===== config.mk =====
export PLATFORM = sky130hd
export DESIGN_NAME = decode_stage
export DESIGN_NICKNAME = d
export VERILOG_FILES = /design/src/rtl/decode_stage.sv
export SDC_FILE = /design/constraint.sdc
export NUM_CORES = 1
export LEC_CHECK = 0
export CAP_MARGIN = 20
export CORE_ASPECT_RATIO = 0.5
export CORE_MARGIN = 4
export CORE_UTILIZATION = 35
export DETAILED_ROUTE_END_ITERATION = 10
export SLEW_MARGIN = 40
export SYNTH_ARGS = -nofsm -noshare
export SYNTH_HDL_FRONTEND = slang
export SYNTH_SLANG_ARGS = --single-unit

===== constraint.sdc =====
create_clock -name clk -period 6.2 [get_ports clk]
set_clock_uncertainty 0.15 [all_clocks]
set_input_delay 1.24 -clock clk [delete_from_list [all_inputs] [get_ports clk]]
set_output_delay 1.24 -clock clk [all_outputs]
set_load 0.01 [all_outputs]

===== src/rtl/decode_stage.sv =====
// Decode stage: takes one fixed-format 32-bit instruction per cycle from fetch,
// checks it against a register scoreboard for RAW/WAW hazards, and issues a
// registered valid/ready bundle to execute. A HALT instruction parks the stage
// until the next reset.
module decode_stage #(
    parameter int INS_SIZE = 32,
    parameter int REG_NUM  = 16,
    parameter int CNT_W    = 16,
    parameter int PC_W     = 16
) (
    input  logic                clk,
    input  logic                arstn,
    input  logic [INS_SIZE-1:0] fetch_inst_i,
    input  logic [PC_W-1:0]     fetch_id_i,
    output logic                fetch_state_o,
    output logic                dec_valid_o,
    input  logic                dec_ready_i,
    output logic [3:0]          dec_op_o,
    output logic [3:0]          dec_rd_o,
    output logic [3:0]          dec_rs1_o,
    output logic [3:0]          dec_rs2_o,
    output logic [15:0]         dec_imm_o,
    output logic                dec_we_o,
    output logic                dec_illegal_o,
    output logic [PC_W-1:0]     dec_id_o,
    input  logic                wb_valid_i,
    input  logic [3:0]          wb_rd_i,
    output logic                halted_o,
    output logic [CNT_W-1:0]    stall_cnt_o
);

    localparam logic FETCH_KEEP = 1'b0;
    localparam logic FETCH_NEXT = 1'b1;

    typedef enum logic [1:0] {
        ST_RUN    = 2'd0,
        ST_STALL  = 2'd1,
        ST_HALTED = 2'd2
    } state_t;

    state_t               state_r;
    state_t               state_next_s;
    logic [REG_NUM-1:0]   sb_r;
    logic [REG_NUM-1:0]   sb_next_s;

    logic [3:0]  op_s;
    logic [3:0]  rd_s;
    logic [3:0]  rs1_s;
    logic [3:0]  rs2_s;
    logic [15:0] imm_s;
    logic        use_rs1_s;
    logic        use_rs2_s;
    logic        writes_s;
    logic        we_s;
    logic        illegal_s;
    logic        is_halt_s;
    logic        hazard_s;
    logic        active_s;
    logic        accept_s;

    assign op_s  = fetch_inst_i[31:28];
    assign rd_s  = fetch_inst_i[27:24];
    assign rs1_s = fetch_inst_i[23:20];
    assign rs2_s = fetch_inst_i[19:16];
    assign imm_s = fetch_inst_i[15:0];

    // Opcode classification: which sources are read, whether rd is written.
    always_comb begin
        use_rs1_s = 1'b0;
        use_rs2_s = 1'b0;
        writes_s  = 1'b0;
        illegal_s = 1'b0;
        is_halt_s = 1'b0;
        case (op_s)
            4'd0: begin
            end
            4'd1, 4'd2, 4'd3, 4'd4: begin
                use_rs1_s = 1'b1;
                use_rs2_s = 1'b1;
                writes_s  = 1'b1;
            end
            4'd5: begin
                use_rs1_s = 1'b1;
                writes_s  = 1'b1;
            end
            4'd6: begin
                writes_s = 1'b1;
            end
            4'd15: begin
                is_halt_s = 1'b1;
            end
            default: begin
                illegal_s = 1'b1;
            end
        endcase
    end

    // Register 0 is never a real destination, so it never writes or blocks.
    assign we_s = writes_s && (rd_s != 4'd0);

    // Hazard against the scoreboard as it stands this cycle (no wb bypass).
    assign hazard_s = (use_rs1_s && sb_r[rs1_s]) ||
                      (use_rs2_s && sb_r[rs2_s]) ||
                      (we_s && sb_r[rd_s]);

    assign active_s = (state_r == ST_RUN) || (state_r == ST_STALL);
    assign accept_s = active_s && !hazard_s && (!dec_valid_o || dec_ready_i);

    // Fetch steering; forced to keep while reset is held.
    always_comb begin
        if (arstn && accept_s) begin
            fetch_state_o = FETCH_NEXT;
        end else begin
            fetch_state_o = FETCH_KEEP;
        end
    end

    // FSM next state; a blocked slot without a hazard leaves the state alone.
    always_comb begin
        state_next_s = state_r;
        case (state_r)
            ST_RUN, ST_STALL: begin
                if (hazard_s) begin
                    state_next_s = ST_STALL;
                end else if (accept_s) begin
                    state_next_s = is_halt_s ? ST_HALTED : ST_RUN;
                end else begin
                    state_next_s = state_r;
                end
            end
            ST_HALTED: begin
                state_next_s = ST_HALTED;
            end
            default: begin
                state_next_s = ST_RUN;
            end
        endcase
    end

    // Scoreboard update: clear on writeback first, then set on issue so set wins.
    always_comb begin
        sb_next_s = sb_r;
        if (wb_valid_i) begin
            sb_next_s[wb_rd_i] = 1'b0;
        end else begin
            sb_next_s = sb_r;
        end
        if (accept_s && we_s) begin
            sb_next_s[rd_s] = 1'b1;
        end else begin
            sb_next_s[0] = sb_next_s[0];
        end
        sb_next_s[0] = 1'b0;
    end

    // FSM state, halt flag and scoreboard registers.
    always_ff @(posedge clk or negedge arstn) begin
        if (!arstn) begin
            state_r  <= ST_RUN;
            halted_o <= 1'b0;
            sb_r     <= {REG_NUM{1'b0}};
        end else begin
            state_r  <= state_next_s;
            halted_o <= (state_next_s == ST_HALTED);
            sb_r     <= sb_next_s;
        end
    end

    // Output bundle: load on accept, drop valid once execute has taken it.
    always_ff @(posedge clk or negedge arstn) begin
        if (!arstn) begin
            dec_valid_o   <= 1'b0;
            dec_op_o      <= 4'd0;
            dec_rd_o      <= 4'd0;
            dec_rs1_o     <= 4'd0;
            dec_rs2_o     <= 4'd0;
            dec_imm_o     <= 16'd0;
            dec_we_o      <= 1'b0;
            dec_illegal_o <= 1'b0;
            dec_id_o      <= {PC_W{1'b0}};
        end else if (accept_s) begin
            dec_valid_o   <= 1'b1;
            dec_op_o      <= op_s;
            dec_rd_o      <= rd_s;
            dec_rs1_o     <= rs1_s;
            dec_rs2_o     <= rs2_s;
            dec_imm_o     <= imm_s;
            dec_we_o      <= we_s;
            dec_illegal_o <= illegal_s;
            dec_id_o      <= fetch_id_i;
        end else if (dec_valid_o && dec_ready_i) begin
            dec_valid_o   <= 1'b0;
        end else begin
            dec_valid_o   <= dec_valid_o;
        end
    end

    // Saturating count of cycles spent in STALL.
    always_ff @(posedge clk or negedge arstn) begin
        if (!arstn) begin
            stall_cnt_o <= {CNT_W{1'b0}};
        end else if ((state_r == ST_STALL) && (stall_cnt_o != {CNT_W{1'b1}})) begin
            stall_cnt_o <= stall_cnt_o + {{(CNT_W-1){1'b0}}, 1'b1};
        end else begin
            stall_cnt_o <= stall_cnt_o;
        end
    end

endmodule


==> flow_metrics.py <==
metrics = {
    "sta": {
        "worst_pin_slew_ps": 862,
        "finalCritPeriodShare_pct": 86.3,
        "setup_slack_ps": 846,
        "fin_setup_tns_ps": 0,
        "setup_viol": 0,
        "timing.slew.headroom_pct": 42.5,
        "min_period_ps": 5350,
        "drv_slew": 0,
        "max_freq_mhz": 187,
        "rsz0062_at_grt": "no",
        "hold_violations": 0,
    },
    "yosys": {
        "synthFlopType": "dfrtp_1",
        "ys_ff_latch": 85,
        "synthTopCellsByCount": "85 x dfrtp_1, 46 x mux2_1, 17 x nand2_1, 12 x o21ai_0, 12 x o41ai_2",
        "synth_edf_count": 0,
        "synthTopCellsByArea": "dfrtp_1 52%, mux2_1 13%, o41ai_2 4.8%",
        "syn_area_sq_um": 4090,
        "synth.avg_cell_area_sq_um": 12.9,
        "synth_cells": 317,
        "yosys.area.top_type": "dfrtp_1",
        "synth_cell_types": 53,
        "yosysMostFrequentCell": "dfrtp_1",
        "yosysTopAreaCellShare_pct": 52.0,
        "ys_seq_area_share_pct": 52.0,
        "synthArstFlopShare_pct": 100,
        "ys_warn_count": 0,
        "syn-num-nets": 374,
    },
    "power_and_ir_drop": {
        "power_density_nw_per_um2": 353,
        "p_switching_uw": 619,
        "p_comb_share_pct": 33.1,
        "pwr-share-clk_pct": 26.4,
        "vdd_drop_max_v": 0.000135,
        "p_leak_uw": 0.00236,
        "sequentialPowerShare_pct": 40.5,
        "power.total_uw": 2030,
        "intPower_uw": 1410,
        "switching_share_pct": 30.5,
    },
    "cells_and_area": {
        "antenna_cells": 0,
        "final.fill_count": 976,
        "layout-drive-gt1-share_pct": 10.4,
        "syn_to_final_growth_pct": 40.4,
        "final_util_pct": 51.2,
        "nNetsFinal": 496,
        "stdcell_count": 603,
    },
    "routing": {
        "vias_per_cell": 5.13,
        "post-route-drc-count": 0,
        "wl_per_cell_um": 17.3,
        "ant_nets": 0,
        "num_vias": 3096,
        "first_pass_iters": 4,
        "first_iter_violations": 158,
        "wirelength_um": 10500,
    },
    "floorplan": {
        "core_sq_um": 11200,
        "dieArea_sq_um": 13600,
        "rows": 27,
        "num_io_pins": 125,
        "die_h_um": 84.4,
        "start_util_pct": 36.5,
        "die_w_um": 161,
    },
    "cts": {
        "root_buffer": "clkbuf_16",
        "post-cts-setup-buffers": 0,
        "postCtsHoldBufs": 0,
        "cts_resized": 0,
        "cts-buffers-inserted": 9,
        "clkLatencyLatePin_ps": 330,
        "cts.sinks": 85,
        "cts_tree": "built",
        "h-tree-depth": 3,
        "clkTransAtPathRegs_ps": 60,
        "cts_buffer_depth": 2,
    },
    "setup_path": {
        "crit_fanout": 18,
        "worstPathRequired_ps": 4810,
        "ff2ff_path_depth": 6,
        "path_class": "in2out",
        "crit_path_end_kind": "primary output",
        "cp-start-kind": "input pin",
        "arrival_ps": 3960,
    },
    "job": {
        "maxCapViolCount": 0,
    },
    "global_routing": {
        "grt_pass1_vias": 3244,
        "grt_pass1_wl_um": 17100,
        "grt_use_total_pct": 15.6,
        "antenna_found_initial": 0,
        "grt_max_degree": 63,
        "overflow": 0,
    },
    "placement": {
        "placed_cells": 587,
        "dpl_worst_slack_ps": 968,
        "io_buffers": 124,
        "place.gp.congestion": 0.838,
        "dp_hpwl_um": 7590,
    },
    "status": {
        "status": "finished clean",
    },
    "min_path": {
        "hold_class": "reg2reg",
        "hold_path_depth": 1,
    },
}
-- final timing paths --
check	startpoint	slack, ps	endpoint
max in group asynchronous	arstn	4180	dec_imm_o[2]
hold reg to reg	dec_rd_o[2]	340	dec_rd_o[2]
setup / recovery	fetch_inst_i[29]	850	fetch_state_o
hold / removal	dec_rd_o[2]	340	dec_rd_o[2]
setup reg to reg	sb_r[7]	3620	dec_imm_o[2]
min in group asynchronous	arstn	680	stall_cnt_o[13]
-- kinds of logic after synthesis --
family | after synthesis | synth area share (%)
and+or+nand+nor | 78 | 10.4
adders and majority gates | 1 | 0.306
DFF | 85 | 52.0
xor gates and xnor gates | 16 | 3.43
muxes | 66 | 19.1
buffers and inverters | 18 | 2.84
AOI/OAI and AO/OA | 53 | 12.0
-- final cells by class --
class | instances | area [sq um] | share of cell area, %
clock buffers | 9 | 225 | 3.92
clock inverters | 7 | 73.8 | 1.29
inverters | 4 | 15.0 | 0.261
multi-input cells | 214 | 1860 | 32.3
flip-flops and latches | 85 | 2130 | 37.0
well taps | 159 | 199 | 3.46
repair buffers | 125 | 1250 | 21.7
-- power groups by stage --
stage | sequential (uW) | clock (uW) | combinational (uW)
after detailed placement | 831 | 0 | 681
after global placement | 825 | 0 | 670
after CTS | 821 | 553 | 684
final | 821 | 536 | 672
after floorplan | 861 | 0 | 273
after global routing | 840 | 583 | 724
-- layer usage --
metal  routed length, um  track usage [%]  up-vias  share of wire, %
met5                   0                0        -                 0
met4                 125             5.26        0               1.2
met3                 525             3.97       13               5.0
met2                5430             27.4      100                52
met1                4370             18.7     1555                42
li1                    -                -     1428                 -
-- cells in the final DEF (no fill, tap or decap), drive strengths merged, types with 3 or more instances in the layout --
cell type,n
clkbuf,9
nand4,3
inv,6
nor3,6
nand2,18
clkdlybuf4s50,123
nand3,9
xnor2,9
mux4,4
a21oi,5
nand2b,11
nand3b,4
dfrtp,85
and3,4
o22ai,3
mux2i,10
clkinv,3
mux2,52
xor2,7
nor2,10
o41ai,14
o21ai,12
-- critical path, cell delays in order --
cell and delay, ps:
clkdlybuf4s50_1 480, nor3_1 340, or3_1 730, o31a_1 400, and3_1 220, clkdlybuf4s50_1 540
-- through the flow --
stage | hold slack, ps | cell area [sq um]
2_1_floorplan | 322 | 4090
3_3_place_gp | 326 | 5430
3_5_place_dp | 330 | 5430
4_1_cts | 344 | 5730
5_1_grt | 356 | 5740
6_report | 340 | 5740
-- flip-flops by register name (all words and copies together) (netlist names), 2 cells and up --
register and cells:
dec_id_o 16, dec_imm_o 16, stall_cnt_o 16, sb_r 15
dec_op_o 4, dec_rd_o 4, dec_rs1_o 4, dec_rs2_o 4
state_r 2
Note: power is estimated with default switching activity, not from simulation.
